<file path="src/rtl/touch_packet_rx.sv">
// touch_packet_rx: UART receiver and 5-byte report framer for the resistive
// touchscreen controller. Decodes header/X/Y reports into one touch event
// and presents it on a valid/ready interface with single-entry buffering.
module touch_packet_rx #(
    parameter int unsigned CLK_HZ       = 50_000_000,
    parameter int unsigned BAUD         = 9600,
    parameter int unsigned TIMEOUT_BITS = 40
) (
    input  logic        clk,
    input  logic        reset,
    input  logic        rxd,
    output logic        touch_valid,
    input  logic        touch_ready,
    output logic [11:0] touch_x,
    output logic [11:0] touch_y,
    output logic        touch_pen,
    output logic        framing_err,
    output logic        sync_err,
    output logic        overrun
);

    localparam int unsigned CLKS_PER_BIT = CLK_HZ / BAUD;
    localparam int unsigned CNT_W        = $clog2(CLKS_PER_BIT + 1);
    localparam int unsigned TMO_CLKS     = TIMEOUT_BITS * CLKS_PER_BIT;
    localparam int unsigned TMO_W        = $clog2(TMO_CLKS + 1);

    localparam logic [CNT_W-1:0] CNT_HALF = CNT_W'(CLKS_PER_BIT / 2 - 1);
    localparam logic [CNT_W-1:0] CNT_FULL = CNT_W'(CLKS_PER_BIT - 1);
    localparam logic [TMO_W-1:0] TMO_LAST = TMO_W'(TMO_CLKS - 1);

    typedef enum logic [2:0] {
        RX_IDLE,
        RX_START,
        RX_DATA,
        RX_STOP,
        RX_WAIT
    } rx_state_t;

    typedef enum logic [2:0] {
        FR_HDR,
        FR_XL,
        FR_XH,
        FR_YL,
        FR_YH
    } fr_state_t;

    // Line synchronizer
    logic rxd_meta_q;
    logic rxd_sync_q;

    // Receiver state
    rx_state_t        rx_q;
    logic [CNT_W-1:0] cnt_q;
    logic [2:0]       bit_idx_q;
    logic [7:0]       shift_q;
    logic             byte_stb_q;
    logic             framing_err_q;

    // Framer state
    fr_state_t        fr_q;
    logic [TMO_W-1:0] tmo_q;
    logic             pen_pend_q;
    logic [6:0]       x_lo_q;
    logic [4:0]       x_hi_q;
    logic [6:0]       y_lo_q;
    logic             sync_err_q;
    logic             overrun_q;
    logic             touch_valid_q;
    logic [11:0]      touch_x_q;
    logic [11:0]      touch_y_q;
    logic             touch_pen_q;

    logic is_hdr;
    logic is_data;

    assign is_hdr  = shift_q[7] && (shift_q[6:1] == '0);
    assign is_data = !shift_q[7];

    // Two-flop synchronizer for the asynchronous UART line, idling high
    always_ff @(posedge clk) begin
        if (reset) begin
            rxd_meta_q <= 1'b1;
            rxd_sync_q <= 1'b1;
        end else begin
            rxd_meta_q <= rxd;
            rxd_sync_q <= rxd_meta_q;
        end
    end

    // 8N1 receiver: mid-bit sampling, byte strobe or framing error at stop bit
    always_ff @(posedge clk) begin
        if (reset) begin
            rx_q          <= RX_IDLE;
            cnt_q         <= '0;
            bit_idx_q     <= '0;
            shift_q       <= '0;
            byte_stb_q    <= 1'b0;
            framing_err_q <= 1'b0;
        end else begin
            byte_stb_q    <= 1'b0;
            framing_err_q <= 1'b0;
            case (rx_q)
                RX_IDLE: begin
                    if (!rxd_sync_q) begin
                        cnt_q <= CNT_HALF;
                        rx_q  <= RX_START;
                    end
                end
                RX_START: begin
                    if (cnt_q != '0) begin
                        cnt_q <= cnt_q - 1'b1;
                    end else if (rxd_sync_q) begin
                        rx_q <= RX_IDLE;
                    end else begin
                        cnt_q     <= CNT_FULL;
                        bit_idx_q <= '0;
                        rx_q      <= RX_DATA;
                    end
                end
                RX_DATA: begin
                    if (cnt_q != '0) begin
                        cnt_q <= cnt_q - 1'b1;
                    end else begin
                        shift_q <= {rxd_sync_q, shift_q[7:1]};
                        cnt_q   <= CNT_FULL;
                        if (bit_idx_q == 3'd7) begin
                            rx_q <= RX_STOP;
                        end else begin
                            bit_idx_q <= bit_idx_q + 1'b1;
                        end
                    end
                end
                RX_STOP: begin
                    if (cnt_q != '0) begin
                        cnt_q <= cnt_q - 1'b1;
                    end else if (rxd_sync_q) begin
                        byte_stb_q <= 1'b1;
                        rx_q       <= RX_IDLE;
                    end else begin
                        framing_err_q <= 1'b1;
                        rx_q          <= RX_WAIT;
                    end
                end
                RX_WAIT: begin
                    if (rxd_sync_q) begin
                        rx_q <= RX_IDLE;
                    end
                end
                default: rx_q <= RX_IDLE;
            endcase
        end
    end

    // Packet framer, inter-byte timeout and single-entry output register
    always_ff @(posedge clk) begin
        if (reset) begin
            fr_q          <= FR_HDR;
            tmo_q         <= '0;
            pen_pend_q    <= 1'b0;
            x_lo_q        <= '0;
            x_hi_q        <= '0;
            y_lo_q        <= '0;
            sync_err_q    <= 1'b0;
            overrun_q     <= 1'b0;
            touch_valid_q <= 1'b0;
            touch_x_q     <= '0;
            touch_y_q     <= '0;
            touch_pen_q   <= 1'b0;
        end else begin
            sync_err_q <= 1'b0;
            overrun_q  <= 1'b0;
            // A completion later in this block overrides the handshake clear,
            // so a same-cycle accept-and-load keeps touch_valid high.
            if (touch_valid_q && touch_ready) begin
                touch_valid_q <= 1'b0;
            end
            if (framing_err_q) begin
                fr_q  <= FR_HDR;
                tmo_q <= '0;
            end else if (byte_stb_q) begin
                tmo_q <= '0;
                if (fr_q == FR_HDR) begin
                    if (is_hdr) begin
                        pen_pend_q <= shift_q[0];
                        fr_q       <= FR_XL;
                    end else begin
                        sync_err_q <= 1'b1;
                    end
                end else if (is_data) begin
                    case (fr_q)
                        FR_XL: begin
                            x_lo_q <= shift_q[6:0];
                            fr_q   <= FR_XH;
                        end
                        FR_XH: begin
                            x_hi_q <= shift_q[4:0];
                            fr_q   <= FR_YL;
                        end
                        FR_YL: begin
                            y_lo_q <= shift_q[6:0];
                            fr_q   <= FR_YH;
                        end
                        FR_YH: begin
                            touch_x_q     <= {x_hi_q, x_lo_q};
                            touch_y_q     <= {shift_q[4:0], y_lo_q};
                            touch_pen_q   <= pen_pend_q;
                            touch_valid_q <= 1'b1;
                            overrun_q     <= touch_valid_q && !touch_ready;
                            fr_q          <= FR_HDR;
                        end
                        default: fr_q <= FR_HDR;
                    endcase
                end else begin
                    sync_err_q <= 1'b1;
                    if (is_hdr) begin
                        pen_pend_q <= shift_q[0];
                        fr_q       <= FR_XL;
                    end else begin
                        fr_q <= FR_HDR;
                    end
                end
            end else if (fr_q != FR_HDR && rx_q == RX_IDLE) begin
                if (tmo_q == TMO_LAST) begin
                    sync_err_q <= 1'b1;
                    fr_q       <= FR_HDR;
                    tmo_q      <= '0;
                end else begin
                    tmo_q <= tmo_q + 1'b1;
                end
            end else begin
                tmo_q <= '0;
            end
        end
    end

    assign touch_valid = touch_valid_q;
    assign touch_x     = touch_x_q;
    assign touch_y     = touch_y_q;
    assign touch_pen   = touch_pen_q;
    assign framing_err = framing_err_q;
    assign sync_err    = sync_err_q;
    assign overrun     = overrun_q;

endmodule

</file>
<file path="config.mk">
export PLATFORM = sky130hd
export DESIGN_NAME = touch_packet_rx
export DESIGN_NICKNAME = d
export VERILOG_FILES = /design/src/rtl/touch_packet_rx.sv
export SDC_FILE = /design/constraint.sdc
export NUM_CORES = 1
export LEC_CHECK = 0
export ABC_AREA = 1
export BUFFER_PORTS_ARGS = -buffer_cell sky130_fd_sc_hd__buf_2
export CORE_ASPECT_RATIO = 1.4
export CORE_MARGIN = 2
export CORE_UTILIZATION = 35
export DETAILED_ROUTE_END_ITERATION = 7
export PLACE_DENSITY = 0.57
export SYNTH_ARGS = -nofsm -noshare
export SYNTH_HDL_FRONTEND = slang
export SYNTH_SLANG_ARGS = --single-unit
</file>
<file path="constraint.sdc">
create_clock -name clk -period 2.5 [get_ports clk]
set_input_delay 0.375 -clock clk [delete_from_list [all_inputs] [get_ports clk]]
set_output_delay 0.375 -clock clk [all_outputs]
set_load 0.1 [all_outputs]
</file>
Word-level counts from Yosys, hierarchy flattened
Cells that the tools add are included.
{"block": "totals", "ff_bits": 100, "in_bits": 4, "output_inout_bits": 29, "elab_cells": 126}
{"block": "op_classes", "add_sub_neg": 3, "n_eq_ne": 21, "n_mux": 45, "bitwise": 8, "reduce_logical": 29}
{"operator": "$mux 13", "n": 5}
{"operator": "$pmux 13 s4", "n": 1}
{"operator": "$mux 3", "n": 17}
{"operator": "$reduce_and 5->1", "n": 5}
{"operator": "$add 18x1->18 const B", "n": 1}
{"operator": "$eq 18x18->1 const B", "n": 1}
{"operator": "$mux 1", "n": 18}
{"operator": "$ne 2x2->1 const B", "n": 9}
{"operator": "$pmux 3 s5", "n": 1}
{"operator": "$reduce_bool 13->1", "n": 1}
{"operator": "$sub 13x1->13 const B", "n": 1}
{"operator": "$eq 3x2->1 const B", "n": 4}
{"operator": "$eq 3x3->1 const B", "n": 3}
{"operator": "$pmux 3 s3", "n": 1}
{"operator": "$not 1->1", "n": 8}
{"operator": "$reduce_bool 2->1", "n": 4}
{"operator": "$eq 3x1->1 const B", "n": 2}
{"operator": "$logic_not 3->1", "n": 2}
{"operator": "$logic_not 6->1", "n": 1}
{"operator": "$ne 3x3->1 const B", "n": 2}
{"operator": "$pmux 3 s2", "n": 1}
{"operator": "$reduce_and 3->1", "n": 2}
{"operator": "$reduce_and 6->1", "n": 1}
{"operator": "$reduce_or 6->1", "n": 1}
{"operator": "other kinds (11)", "n": 14}

Longest topological paths before layout
{"block": "depth", "ltp_word": 7, "depth_mapped": 11, "ltp_nobuf": 11}

Worst setup path after synthesis
OpenSTA, ideal clock, no wires.
{"block": "synth_path", "path_kind": "reg-to-reg", "startpoint": "register framing_err_q, in the netlist framing_err", "endpoint": "register tmo_q[10]", "setup_ns": 0.117, "arrival_time_ns": 1.702, "required_ns": 2.383, "slack_ns": 0.681, "stages_incl_launch_ff": 5, "n_path_buf": 1, "synth_period_minus_slack_ns": 1.819, "cell_sequence": "dfxtp_1 nor2_1 nand4_1 buf_2 nor2_1"}
{"block": "synth_between", "elab_chain_cells": 1}
{"item": "start: declaration", "line_no": "57", "source": "logic framing_err_q;"}
{"item": "start signal: assignment", "line_no": "98", "source": "framing_err_q <= 1'b0;"}
{"item": "start signal: assignment", "line_no": "101", "source": "framing_err_q <= 1'b0;"}
{"item": "start signal: assignment", "line_no": "140", "source": "framing_err_q <= 1'b1;"}
{"item": "$reduce_or 5->1 (no source line)"}
{"item": "end signal: assignment", "line_no": "228", "source": "tmo_q <= tmo_q + 1'b1;"}
{"item": "end: declaration", "line_no": "61", "source": "logic [TMO_W-1:0] tmo_q;"}
No other way between the ends.
A chain may end at the register's enable or synchronous reset.

Final worst setup path
{"block": "layout_path", "startpoint": "register cnt_q[1]", "endpoint": "register shift_q[1]"}
{"block": "layout_between", "elab_chain_cells": 3}
{"item": "start: declaration", "line_no": "53", "source": "logic [CNT_W-1:0] cnt_q;"}
{"item": "start signal: assignment", "line_no": "111", "source": "cnt_q <= cnt_q - 1'b1;"}
{"item": "start signal: assignment", "line_no": "122", "source": "cnt_q <= cnt_q - 1'b1;"}
{"item": "start signal: assignment", "line_no": "135", "source": "cnt_q <= cnt_q - 1'b1;"}
{"item": "$reduce_bool 13->1", "line_no": "121", "source": "if (cnt_q != '0) begin"}
{"item": "$not 1->1 (no source line)"}
{"item": "$reduce_and 2->1 (no source line)"}
{"item": "end signal: assignment", "line_no": "124", "source": "shift_q <= {rxd_sync_q, shift_q[7:1]};"}
{"item": "end: declaration", "line_no": "55", "source": "logic [7:0] shift_q;"}
No other way between the ends.

==> qor.yml <==
outcome: "complete, no violations"
first_pass_grt_wire_length_mm: 17.3
drt-wirelength-per-cell_um: 12.6
vdd_drop_max_mv: 0.487
synth_top_flop_cell: "sky130_fd_sc_hd__dfxtp_1"
finish.utilization_pct: 40.7
finalCriticalPeriod_ns: 1.85
met1_length_mm: 4.66
tritoncts.num_buffers: 9
cts-root-to-sink-buffers: 2
place.port_buffers: 32
final.hold.worst_slack_ns: 0.215
postCtsResizedCells: 0
detailroute.via_count: 4003
synthToLayoutAreaGrowth_pct: 12.6
timing.critical_path.from_type: "register"
fin_worst_skew_ns: 0.00493
postCtsSetupRepairBufs: 0
critPathKind: "register to register"
syn-instance-count: 629
die-area_um2: 13800
routabilityCongestion: 0.920
root_buffer: "sky130_fd_sc_hd__clkbuf_16"
postSynthNetCount: 638
layout-drive-gt1-share_pct: 12.9
r2r_setup_slack_ns: 0.65
async_flop_share_pct: 0
clkLatencyLatePin_ns: 0.35
grt_antenna_before_repair: 0
synth-seq-cells: 100
finalHoldViolations: 0
worst-path-buf-inv: 2
cells_after_dpl: 796
place_hpwl_mm: 7.60
critPathCaptureType: "register"
cts_stage_hold_buffer_count: 0
power_density_nw_per_um2: 919
routed.top_layer: "met4"
setup_violations: 0
htreeDepth: 3
detailedRoute.firstIterationViolations: 154
setup_tns_ns: 0
final_cell_count_no_fill: 810
ys_types: 32
cellLeakagePower_nw: 2.05
seq_area_frac_synth_pct: 44.6
crit_slowest_cell: "sky130_fd_sc_hd__nand3_1"
fin_crit_sh_pct: 74.0
actual_transition_at_the_worst_max_transition_pin_ns: 0.547
crit_path_max_fanout: 16
num_io_pins: 33
clock_sink_count: 100
syn-cell-area_um2: 4490
critical-path-top-delay-family: "simple AND/OR/NAND/NOR gates"
diodes: 0
critPathMaxStageDelay_ns: 0.42
drcViolationCount: 0
routed-wl-met3_um: 253
maxCapViolations: 0
clkTransAtPathRegs_ns: 0.07
critical_path.cell_chain: "inv_1, ha_1, inv_1, nor3_2, nand3_1, o21ai_0, a21oi_1"
grt_pass1_vias: 3790
worst_hold_path_type: "input port to register"
globalRouteTotalUtil_pct: 15.7
avg_synthesized_cell_area_um2: 7.13
synth_enable_flop_cells: 0
critical_path_required_ns: 2.71
relSlewSlack_pct: 63.4
final-max-slew-violation-count: 0
nets: 666
first_pass_iters: 4
area_of_the_core_um2: 12400
routed_met2_length_mm: 5.11
critical_path.most_common_cell: "sky130_fd_sc_hd__inv_1"
die_width_um: 99.7
grt_overflow: 0
via_per_inst: 4.94
final_wirelength_mm: 10.2
grt_setup_unrepaired: "no"
worst_ep_arrival_time_ns: 2.06
placedInstanceArea_um2: 4770
tritoncts: "done"
finish.instance_area_um2: 5050
vert_die_dim_um: 138
fmax_ghz: 0.540
floorplan.rows: 48
synth.yosys.warnings: 0
ant_nets: 0
start_util_pct: 36.1
grt_start_max_net_pins: 33
-- worst paths after layout --
kind	startpoint	to	depth (start not counted)
max	cnt_q[1]	shift_q[1]	7
max reg2reg	cnt_q[1]	shift_q[1]	7
min	rxd	rxd_meta_q	2
min reg2reg	rxd_meta_q	rxd_sync_q	1
-- sequential cells by signal, summed over array words and instances (netlist names), 3 cells and up --
signal     cells
tmo_q         18
cnt_q         13
touch_x       12
touch_y       12
shift_q        8
x_lo_q         7
y_lo_q         7
x_hi_q         5
bit_idx_q      3
fr_q           3
rx_q           3
-- per-layer routing --
layer / GRT usage (%) / up-vias
li1: - / 2104
met1: 18.6 / 1831
met2: 27.6 / 51
met3: 3.18 / 17
met4: 6.70 / 0
met5: 0 / -
-- logic make-up after synthesis --
kind of cell | Yosys count | share of synthesized area (%)
AO/OA/AOI/OAI | 124 | 14.1
flip-flops | 100 | 44.6
XOR/XNOR | 8 | 1.56
buffers and inverters | 93 | 8.64
AND/OR/NAND/NOR | 299 | 29.6
adder cells (fa/ha/maj) | 5 | 1.39
-- synthesized netlist by cell type (3+ instances only) --
master,number,area share [%]
sky130_fd_sc_hd__clkbuf_1,7,0.59
sky130_fd_sc_hd__buf_2,8,0.89
sky130_fd_sc_hd__xor2_1,8,1.6
sky130_fd_sc_hd__nor2_4,3,0.75
sky130_fd_sc_hd__nand2_2,4,0.56
sky130_fd_sc_hd__ha_1,5,1.4
sky130_fd_sc_hd__buf_4,3,0.50
sky130_fd_sc_hd__o21ai_0,36,4.0
sky130_fd_sc_hd__nor2_2,7,0.98
sky130_fd_sc_hd__nand3_2,3,0.67
sky130_fd_sc_hd__o21ai_1,9,1.0
sky130_fd_sc_hd__dfxtp_1,100,45
sky130_fd_sc_hd__nand4_1,12,1.7
sky130_fd_sc_hd__nand3_1,43,4.8
sky130_fd_sc_hd__inv_1,62,5.2
sky130_fd_sc_hd__nor2_1,94,7.9
sky130_fd_sc_hd__nand2_1,110,9.2
sky130_fd_sc_hd__a21oi_1,74,8.3
sky130_fd_sc_hd__inv_2,9,0.75
sky130_fd_sc_hd__nor3_1,14,1.6
-- through the flow --
stage	power, mW	setup WS, ns
after detailed placement	3.30	0.681
after global placement	3.27	0.796
after global routing	5.01	0.441
final	4.64	0.649
after floorplan	3.02	0.681
after CTS	4.71	0.673
-- power by group --
group	switching (mW)	total (mW)	internal [mW]
Sequential	0.123	1.84	1.72
Combinational	0.957	1.42	0.465
Clock	0.606	1.38	0.772
Total	1.69	4.64	2.96
-- cell usage in the layout (no fill, tap or decap), types with 3 or more instances in the layout --
cell / netlist / routed
sky130_fd_sc_hd__nand2_1: 110 / 110
sky130_fd_sc_hd__dfxtp_1: 100 / 100
sky130_fd_sc_hd__nor2_1: 94 / 94
sky130_fd_sc_hd__a21oi_1: 74 / 74
sky130_fd_sc_hd__inv_1: 62 / 62
sky130_fd_sc_hd__nand3_1: 43 / 43
sky130_fd_sc_hd__o21ai_0: 36 / 36
sky130_fd_sc_hd__buf_2: 8 / 32
sky130_fd_sc_hd__nor3_1: 14 / 13
sky130_fd_sc_hd__nand4_1: 12 / 12
sky130_fd_sc_hd__inv_2: 9 / 9
sky130_fd_sc_hd__o21ai_1: 9 / 9
sky130_fd_sc_hd__clkbuf_16: 0 / 9
sky130_fd_sc_hd__xor2_1: 8 / 8
sky130_fd_sc_hd__nor2_2: 7 / 7
sky130_fd_sc_hd__ha_1: 5 / 5
sky130_fd_sc_hd__buf_4: 3 / 5
sky130_fd_sc_hd__nand2_2: 4 / 4
sky130_fd_sc_hd__nand3_2: 3 / 3
sky130_fd_sc_hd__nor2_4: 3 / 3
sky130_fd_sc_hd__nor3_2: 2 / 3
-- final cells by class --
cell class,instances,area [µm²]
clock buffers,9,225
flip-flops and latches,100,2000
multi-input cells,436,2100
repair buffers,37,198
fillers,1313,7380
well taps,150,188
clock inverters,5,62.6
inverters,73,277
(Power assumes the default switching activity.)
